**src/rtl/key_debounce_pkg.sv**
```systemverilog
// key_debounce_pkg: state encoding and timer sizing shared by the debounce stage
package key_debounce_pkg;
  typedef enum logic [1:0] {
    LOW      = 2'b00,
    RISE_CHK = 2'b01,
    HIGH     = 2'b10,
    FALL_CHK = 2'b11
  } state_t;
  function automatic int tmr_width(input int n);
    return (n > 2) ? $clog2(n) : 1;
  endfunction
endpackage

```
**src/rtl/key_debounce_stable_timer.sv**
```systemverilog
// stable_timer: counts consecutive qualifying samples, done at STABLE_CYCLES-1
module stable_timer
  import key_debounce_pkg::*;
#(
  parameter int STABLE_CYCLES = 4
) (
  input  logic clk,
  input  logic reset,
  input  logic clear,
  input  logic inc,
  output logic done
);
  localparam int W = tmr_width(STABLE_CYCLES);
  logic [W-1:0] cnt_q, cnt_d;
  always_comb cnt_d = clear ? '0 : inc ? cnt_q + W'(1) : cnt_q;
  always_ff @(posedge clk) cnt_q <= reset ? '0 : cnt_d;
  assign done = cnt_q == W'(STABLE_CYCLES - 1);
endmodule

```
**src/rtl/key_debounce.sv**
```systemverilog
// key_debounce: qualifies a synchronized key level and emits level, press/release pulses and a press count
module key_debounce
  import key_debounce_pkg::*;
#(
  parameter int STABLE_CYCLES = 4,
  parameter int CNT_WIDTH     = 4
) (
  input  logic                 clk,
  input  logic                 reset,
  input  logic                 in,
  output logic                 level,
  output logic                 press,
  output logic                 release_pulse,
  output logic [CNT_WIDTH-1:0] count
);
  state_t state_q, state_d;
  logic level_q, level_d, press_q, press_d, release_q, release_d;
  logic [CNT_WIDTH-1:0] count_q, count_d;
  logic clear, inc, done;
  stable_timer #(.STABLE_CYCLES(STABLE_CYCLES)) u_timer (
    .clk  (clk),
    .reset(reset),
    .clear(clear),
    .inc  (inc),
    .done (done)
  );
  always_comb begin
    state_d   = state_q;
    level_d   = level_q;
    press_d   = 1'b0;
    release_d = 1'b0;
    count_d   = count_q;
    clear     = 1'b0;
    inc       = 1'b0;
    case (state_q)
      LOW: if (in) begin
        state_d = RISE_CHK;
        inc     = 1'b1;
      end
      RISE_CHK: if (!in) begin
        state_d = LOW;
        clear   = 1'b1;
      end else if (done) begin
        state_d = HIGH;
        level_d = 1'b1;
        press_d = 1'b1;
        count_d = count_q + CNT_WIDTH'(1);
        clear   = 1'b1;
      end else inc = 1'b1;
      HIGH: if (!in) begin
        state_d = FALL_CHK;
        inc     = 1'b1;
      end
      FALL_CHK: if (in) begin
        state_d = HIGH;
        clear   = 1'b1;
      end else if (done) begin
        state_d   = LOW;
        level_d   = 1'b0;
        release_d = 1'b1;
        clear     = 1'b1;
      end else inc = 1'b1;
      default: begin
        state_d = LOW;
        level_d = 1'b0;
        count_d = '0;
        clear   = 1'b1;
      end
    endcase
  end
  always_ff @(posedge clk) begin
    state_q   <= reset ? LOW : state_d;
    level_q   <= reset ? 1'b0 : level_d;
    press_q   <= reset ? 1'b0 : press_d;
    release_q <= reset ? 1'b0 : release_d;
    count_q   <= reset ? '0 : count_d;
  end
  assign level         = level_q;
  assign press         = press_q;
  assign release_pulse = release_q;
  assign count         = count_q;
endmodule

```
**config.mk**
```make
export PLATFORM = sky130hd
export DESIGN_NAME = key_debounce
export DESIGN_NICKNAME = d
export VERILOG_FILES = /design/src/rtl/key_debounce_pkg.sv /design/src/rtl/key_debounce_stable_timer.sv /design/src/rtl/key_debounce.sv
export SDC_FILE = /design/constraint.sdc
export NUM_CORES = 1
export LEC_CHECK = 0
export ABC_AREA = 0
export BUFFER_PORTS_ARGS = -buffer_cell sky130_fd_sc_hd__buf_2
export CORE_UTILIZATION = 30
export DETAILED_ROUTE_END_ITERATION = 10
export PLACE_DENSITY = 0.5
export SYNTH_ARGS = -nofsm -noshare
export SYNTH_HDL_FRONTEND = slang
export SYNTH_SLANG_ARGS = --single-unit
```
**constraint.sdc**
```tcl
create_clock -name clk -period 1.95 [get_ports clk]
set_clock_uncertainty 0.2 [all_clocks]
set_input_delay 0.0975 -clock clk [delete_from_list [all_inputs] [get_ports clk]]
set_output_delay 0.0975 -clock clk [all_outputs]
set_load 0.01 [all_outputs]
```
==> results of run 1 <==
[power groups by stage]
stage | Sequential, mW | Combinational, mW | Clock, mW
after floorplan | 0.237 | 0.0164 | 0
after global placement | 0.238 | 0.0202 | 0
after detailed placement | 0.238 | 0.0195 | 0
after CTS | 0.233 | 0.0226 | 0.159
after global routing | 0.233 | 0.0255 | 0.174
final | 0.233 | 0.0230 | 0.153
[per-layer routing]
| layer | GRT usage, % | part of all wire [%] | vias to the layer above |
|---|---|---|---|
| met5 | 0 | 0 | - |
| met4 | 7.50 | 0.75 | 0 |
| met3 | 3.26 | 3.4 | 2 |
| met2 | 15.6 | 46 | 4 |
| met1 | 15.6 | 50 | 157 |
| li1 | - | - | 191 |
[stage by stage]
stage / std cells / hold slack [ns] / util, % / total power [mW] / setup WS (ns)
finish: 76 / 0.273 / 42.2 / 0.409 / 0.202
detailed placement: 69 / 0.197 / 37.5 / 0.258 / 0.442
global placement: 69 / 0.203 / 37.5 / 0.258 / 0.455
global route: 76 / 0.304 / 42.2 / 0.433 / 0.0437
floorplan: 47 / -0.0254 / - / 0.254 / 0.508
CTS: 76 / 0.281 / 41.7 / 0.414 / 0.199
[area by class of cell]
cell class,count,area share (%)
Clock buffer,4,4.62
Inverter,2,1.32
Multi-Input combinational cell,32,38.9
Sequential cell,11,38.7
Tap cell,15,3.30
Timing Repair Buffer,12,13.2
[worst min-delay path: cells and delay by family, from the launching register on]
family / cells / cell delay (ns)
DFF: 1 / 0.31
AOI/OAI and AO/OA: 2 / 0.12
[sequential cells by signal, summed over array words and instances (netlist names), named ones only]
register,count
count,4
u_timer.cnt_q,2
level,1
press,1
release_pulse,1
state_q,1
[placed cells by master (no fill, tap or decap)]
cell type	count
nor2_1	4
buf_2	9
nand4b_4	1
xor2_1	2
clkbuf_1	1
a21oi_1	6
ha_1	2
nand2_1	3
or3_1	2
mux2i_1	1
clkbuf_4	3
nor4_2	1
nand3b_1	3
o21ai_0	2
o31ai_1	1
xnor2_1	1
nand3_1	3
dfxtp_1	11
dlygate4sd3_1	3
inv_1	2
[timing repair]
action	in CTS	in global routing
gates resized for setup	0	1
hold endpoints to repair	11	0
setup endpoints to repair	0	1
hold buffers	3	0
[how the worst min path moves through the flow]
stage / startpoint / cells past startpoint / slack [ns] / to
floorplan: reset / 1 / -0.03 / release_pulse$_SDFF_PP0_
global placement: in / 2 / 0.20 / release_pulse$_SDFF_PP0_
detailed placement: in / 2 / 0.20 / release_pulse$_SDFF_PP0_
CTS: level$_SDFFE_PP0P_ / 2 / 0.28 / level$_SDFFE_PP0P_
global route: level$_SDFFE_PP0P_ / 2 / 0.30 / level$_SDFFE_PP0P_
finish: level$_SDFFE_PP0P_ / 2 / 0.27 / level$_SDFFE_PP0P_
[logic make-up after synthesis]
kind of cell	synth area share, %
xor gates and xnor gates	5.79
and+or+nand+nor	23.4
muxes	2.20
AOI/OAI and AO/OA	10.5
buffers and inverters	4.13
DFF	48.5
adders and majority gates	5.51
==> flow_summary_export.csv, run 1 <==
group,metric,value,unit
outcome,status,"complete, no violations",
layout,fillCellCount,147,
route,initialDrtViolationCount,2,
logic_synthesis,syn_nets,52,
setup_path,critPathLaunchType,"flop",
setup_path,worst-setup-path-type,"flop to flop",
sta,fmax,572,MHz
floorplan,die-area,1670,um2
setup_path,r2r_cells,4,
logic_synthesis,synthCells,47,
layout,seqCellArea,220,um2
place,dpl.hpwl,547,um
power_and_ir_drop,combPwrFrac,5.6,%
min_path,hold_class,"flop to flop",
global_route,grt.total_usage,11.5,%
job,drv_cap,0,
logic_synthesis,ys_seq_elements,11,
route,wl_per_cell,10.6,um
power_and_ir_drop,leakagePower,0.277,nW
place,io_buffers,9,
floorplan,row_count,13,
setup_path,endpoint,"release_pulse$_SDFF_PP0_",
sta,post-route-period-util,89.7,%
clock_network,cts-root-buf,"clkbuf_4",
setup_path,timing.rr.start,"u_timer.cnt_q[0]$_SDFFE_PP0P_",
setup_path,path_cells,"ha_1 > nand2_1 > nor4_2 > dlygate4sd3_1",
setup_path,path_buf_inv,1,
clock_network,clkTransAtPathRegs,0.07,ns
logic_synthesis,yosys.area.top_type,"dfxtp_1",
clock_network,cts.sink_count,11,
layout,drive_above_1_share,23.0,%
layout,num_antenna_cells,0,
logic_synthesis,synth-seq-area-share,48.5,%
layout,area_growth,25.3,%
floorplan,core,1350,um2
power_and_ir_drop,intPower,319,uW
logic_synthesis,synth.most_common_cell,"dfxtp_1",
setup_path,crit_required,1.96,ns
power_and_ir_drop,p_per_area,718,nW/um2
sta,final_hold_viol_count,0,
global_route,grt-ovfl-total,0,
sta,relSlewSlack,83.4,%
setup_path,critPathLaunch,"u_timer.cnt_q[0]$_SDFFE_PP0P_",
power_and_ir_drop,sequentialPowerShare,56.9,%
setup_path,cp_top_family,"buffers and inverters",
sta,slew_violations,0,
logic_synthesis,synth_edf_count,0,
sta,finalSetupTns,0,ns
place,place_area,507,um2
clock_network,clock_path_buffers,2,
route,drc_errors,0,
layout,fin_area,569,um2
setup_path,worstPathMaxFanout,6,
route,firstDrtPassIters,2,
power_and_ir_drop,netSwitchingFraction,22.1,%
global_route,grt_pass1_vias,318,
global_route,antenna_found_initial,0,
clock_network,clock_latency,0.26,ns
power_and_ir_drop,ir_worst_vdd,0.326,mV
logic_synthesis,ys_async_sr_fraction,0,%
route,drt_wl_total,804,um
setup_path,slowest_stage,"dlygate4sd3_1",
setup_path,regToRegEndpoint,"release_pulse$_SDFF_PP0_",
global_route,grt_max_degree,12,
logic_synthesis,synth_top_area_share,48.5,%
route,vias_per_cell,4.66,
power_and_ir_drop,switching_power,90.2,uW
setup_path,cp.depth,4,
logic_synthesis,yosysWarnings,0,
clock_network,h-tree-depth,1,
floorplan,die_h,40.9,um
floorplan,io_pins,10,
clock_network,cts_buffers,3,
route,vias,354,
floorplan,start_util,33.6,%
logic_synthesis,synth_cell_types,18,
logic_synthesis,ys_top_cells_by_count,"dfxtp_1, a21oi_1, nor2_1",
sta,setup-violations-final,0,
logic_synthesis,yosys-top-cells-area,"dfxtp_1, a21oi_1, ha_1",
clock_network,post_cts_buffers,0,
logic_synthesis,syn_area,454,um2
sta,worst_slew_pin_slew,0.248,ns
place,gp_routability_congestion,0.711,
setup_path,endpoint_kind,"flop",
logic_synthesis,avgSynthCellArea,9.66,um2
global_route,grt_first_pass_wirelength,1250,um
sta,rsz0062_at_grt,"false",
setup_path,worstPathArrival,1.76,ns
logic_synthesis,ys.flop_type,"dfxtp_1",
layout,fin_nets,67,
setup_path,regToRegSetupSlack,0.20,ns
sta,post-route-min-period,1.75,ns
route,ant_nets,0,
clock_network,cts_tree,"done",
layout,multi_input_area,221,um2
floorplan,die_w,40.9,um
setup_path,slowest_delay,0.57,ns
power_and_ir_drop,clkPwrFrac,37.4,%
Power figures use the tool's default switching activity.
==> run 2: changes to the inputs <==
TNS_END_PERCENT = 10   (was unset)
clock period = 1.8 ns   (was 1.95 ns; I/O delays follow)
==> run 2 against run 1 <==
Compared with the run above: register-to-register slack got worse by 0.04 ns; worst setup slack got worse by 0.037 ns; clock power up 9.8%; non-clock buffer count stayed put; via count is 5.1% higher; sequential power up 9.0%.
==> flow_summary_export.csv, run 2 (same netlist as run 1, synthesis figures left out) <==
group,metric,value,unit
power_and_ir_drop,p_per_area,767,nW/um2
floorplan,row_count,13,
power_and_ir_drop,ir_worst_vdd,0.388,mV
setup_path,worstPathMaxFanout,6,
route,wl_per_cell,10.2,um
global_route,grt-ovfl-total,0,
route,ant_nets,0,
route,vias,372,
floorplan,core,1350,um2
setup_path,cp.depth,4,
global_route,grt_first_pass_wirelength,1220,um
power_and_ir_drop,leakagePower,0.276,nW
layout,num_antenna_cells,0,
sta,finalSetupTns,0,ns
clock_network,cts_buffers,3,
min_path,hold_class,"flop to flop",
clock_network,clkTransAtPathRegs,0.07,ns
setup_path,path_cells,"ha_4 > nand2_2 > nor4_2 > dlygate4sd3_1",
layout,layout_common_cells,"dfxtp_1, buf_2, a21oi_1",
layout,largest_register_ffs,4,
route,drt_wl_total,776,um
floorplan,die_h,40.9,um
route,vias_per_cell,4.89,
sta,setup-violations-final,0,
sta,worst_slew_pin_slew,0.244,ns
power_and_ir_drop,sequentialPowerShare,56.6,%
place,place_inst,69,
sta,rsz0062_at_grt,"false",
global_route,grt_pass1_vias,323,
job,drv_cap,0,
setup_path,worstPathArrival,1.64,ns
floorplan,die_w,40.9,um
clock_network,clock_latency,0.26,ns
floorplan,die-area,1670,um2
setup_path,slowest_stage,"dlygate4sd3_1",
place,io_buffers,9,
clock_network,clock_path_buffers,2,
global_route,grt_max_degree,12,
power_and_ir_drop,switching_power,102,uW
layout,final_util,43.3,%
setup_path,worst-setup-path-type,"flop to flop",
global_route,grt.total_usage,11.2,%
sta,final_hold_viol_count,0,
setup_path,crit_required,1.81,ns
clock_network,post_cts_buffers,0,
clock_network,cts_tree,"done",
floorplan,start_util,33.6,%
route,firstDrtPassIters,2,
power_and_ir_drop,intPower,346,uW
clock_network,h-tree-depth,1,
global_route,antenna_found_initial,0,
layout,fin_area,584,um2
place,pre_cts_slack,0.278,ns
setup_path,critPathLaunchType,"flop",
min_path,hold_depth,2,
floorplan,io_pins,10,
sta,post-route-min-period,1.63,ns
route,initialDrtViolationCount,2,
route,drc_errors,0,
power_and_ir_drop,netSwitchingFraction,22.7,%
layout,drive_above_1_share,26.2,%
layout,stdcell_count,76,
sta,relSlewSlack,83.7,%
outcome,status,"complete, no violations",
setup_path,cp_top_family,"buffers and inverters",
clock_network,cts-root-buf,"clkbuf_4",
setup_path,path_buf_inv,1,
clock_network,cts.sink_count,11,
setup_path,slowest_delay,0.57,ns
layout,layout_commonest_cell,"dfxtp_1",
sta,slew_violations,0,
power_and_ir_drop,clkPwrFrac,37.5,%
place,place_area,507,um2
setup_path,endpoint_kind,"flop",
place,gp_routability_congestion,0.711,
layout,area_growth,28.6,%
sta,fmax,612,MHz
setup_path,r2r_cells,4,
sta,post-route-period-util,90.8,%
power_and_ir_drop,combPwrFrac,5.8,%
sta,final.setup.worst_slack,0.165,ns
layout,fin_nets,67,
run 2: cell type report:
type | instances | area (um2)
fill | 152 | 766
multi-input combinational | 32 | 236
sequential | 11 | 220
timing repair buffer | 12 | 75.1
clock buffer | 4 | 26.3
tap | 15 | 18.8
inverter | 2 | 7.51
run 2: timing repair:
action                                 in CTS  in global routing
endpoints found under the hold margin      11                  0
setup endpoints to repair                   0                  1
resized for setup                           0                  4
hold buffers                                3                  0
run 2: per-layer routing:
layer,up-vias,track usage [%],part of all wire [%]
li1,189,-,-
met1,177,14.2,47
met2,4,17.2,48
met3,2,1.63,3.7
met4,0,7.50,1.2
met5,-,0,0
run 2: metrics by stage:
stage / power [mW] / hold WS [ns]
6_report: 0.448 / 0.272
5_1_grt: 0.470 / 0.306
4_1_cts: 0.446 / 0.280
3_5_place_dp: 0.279 / 0.193
3_3_place_gp: 0.280 / 0.195
2_1_floorplan: 0.275 / -0.0329
run 2: final timing paths:
path / from / end / slack, ns
max: u_timer.cnt_q[0]$_SDFFE_PP0P_ / release_pulse$_SDFF_PP0_ / 0.17
min: level$_SDFFE_PP0P_ / level$_SDFFE_PP0P_ / 0.27
max reg2reg: u_timer.cnt_q[0]$_SDFFE_PP0P_ / release_pulse$_SDFF_PP0_ / 0.17
min reg2reg: level$_SDFFE_PP0P_ / level$_SDFFE_PP0P_ / 0.27
run 2: tightest hold or removal path: cells and delay by family (launching register included):
kind | cells | cell delay (ns)
flops | 1 | 0.31
compound gates | 2 | 0.12
run 2: power by group through the flow:
stage               registers [mW]  clock network [mW]  logic (mW)
floorplan                    0.257                   0      0.0177
CTS                          0.252               0.170      0.0246
finish                       0.254               0.168      0.0261
global route                 0.255               0.186      0.0292
global placement             0.258                   0      0.0219
detailed placement           0.258                   0      0.0212
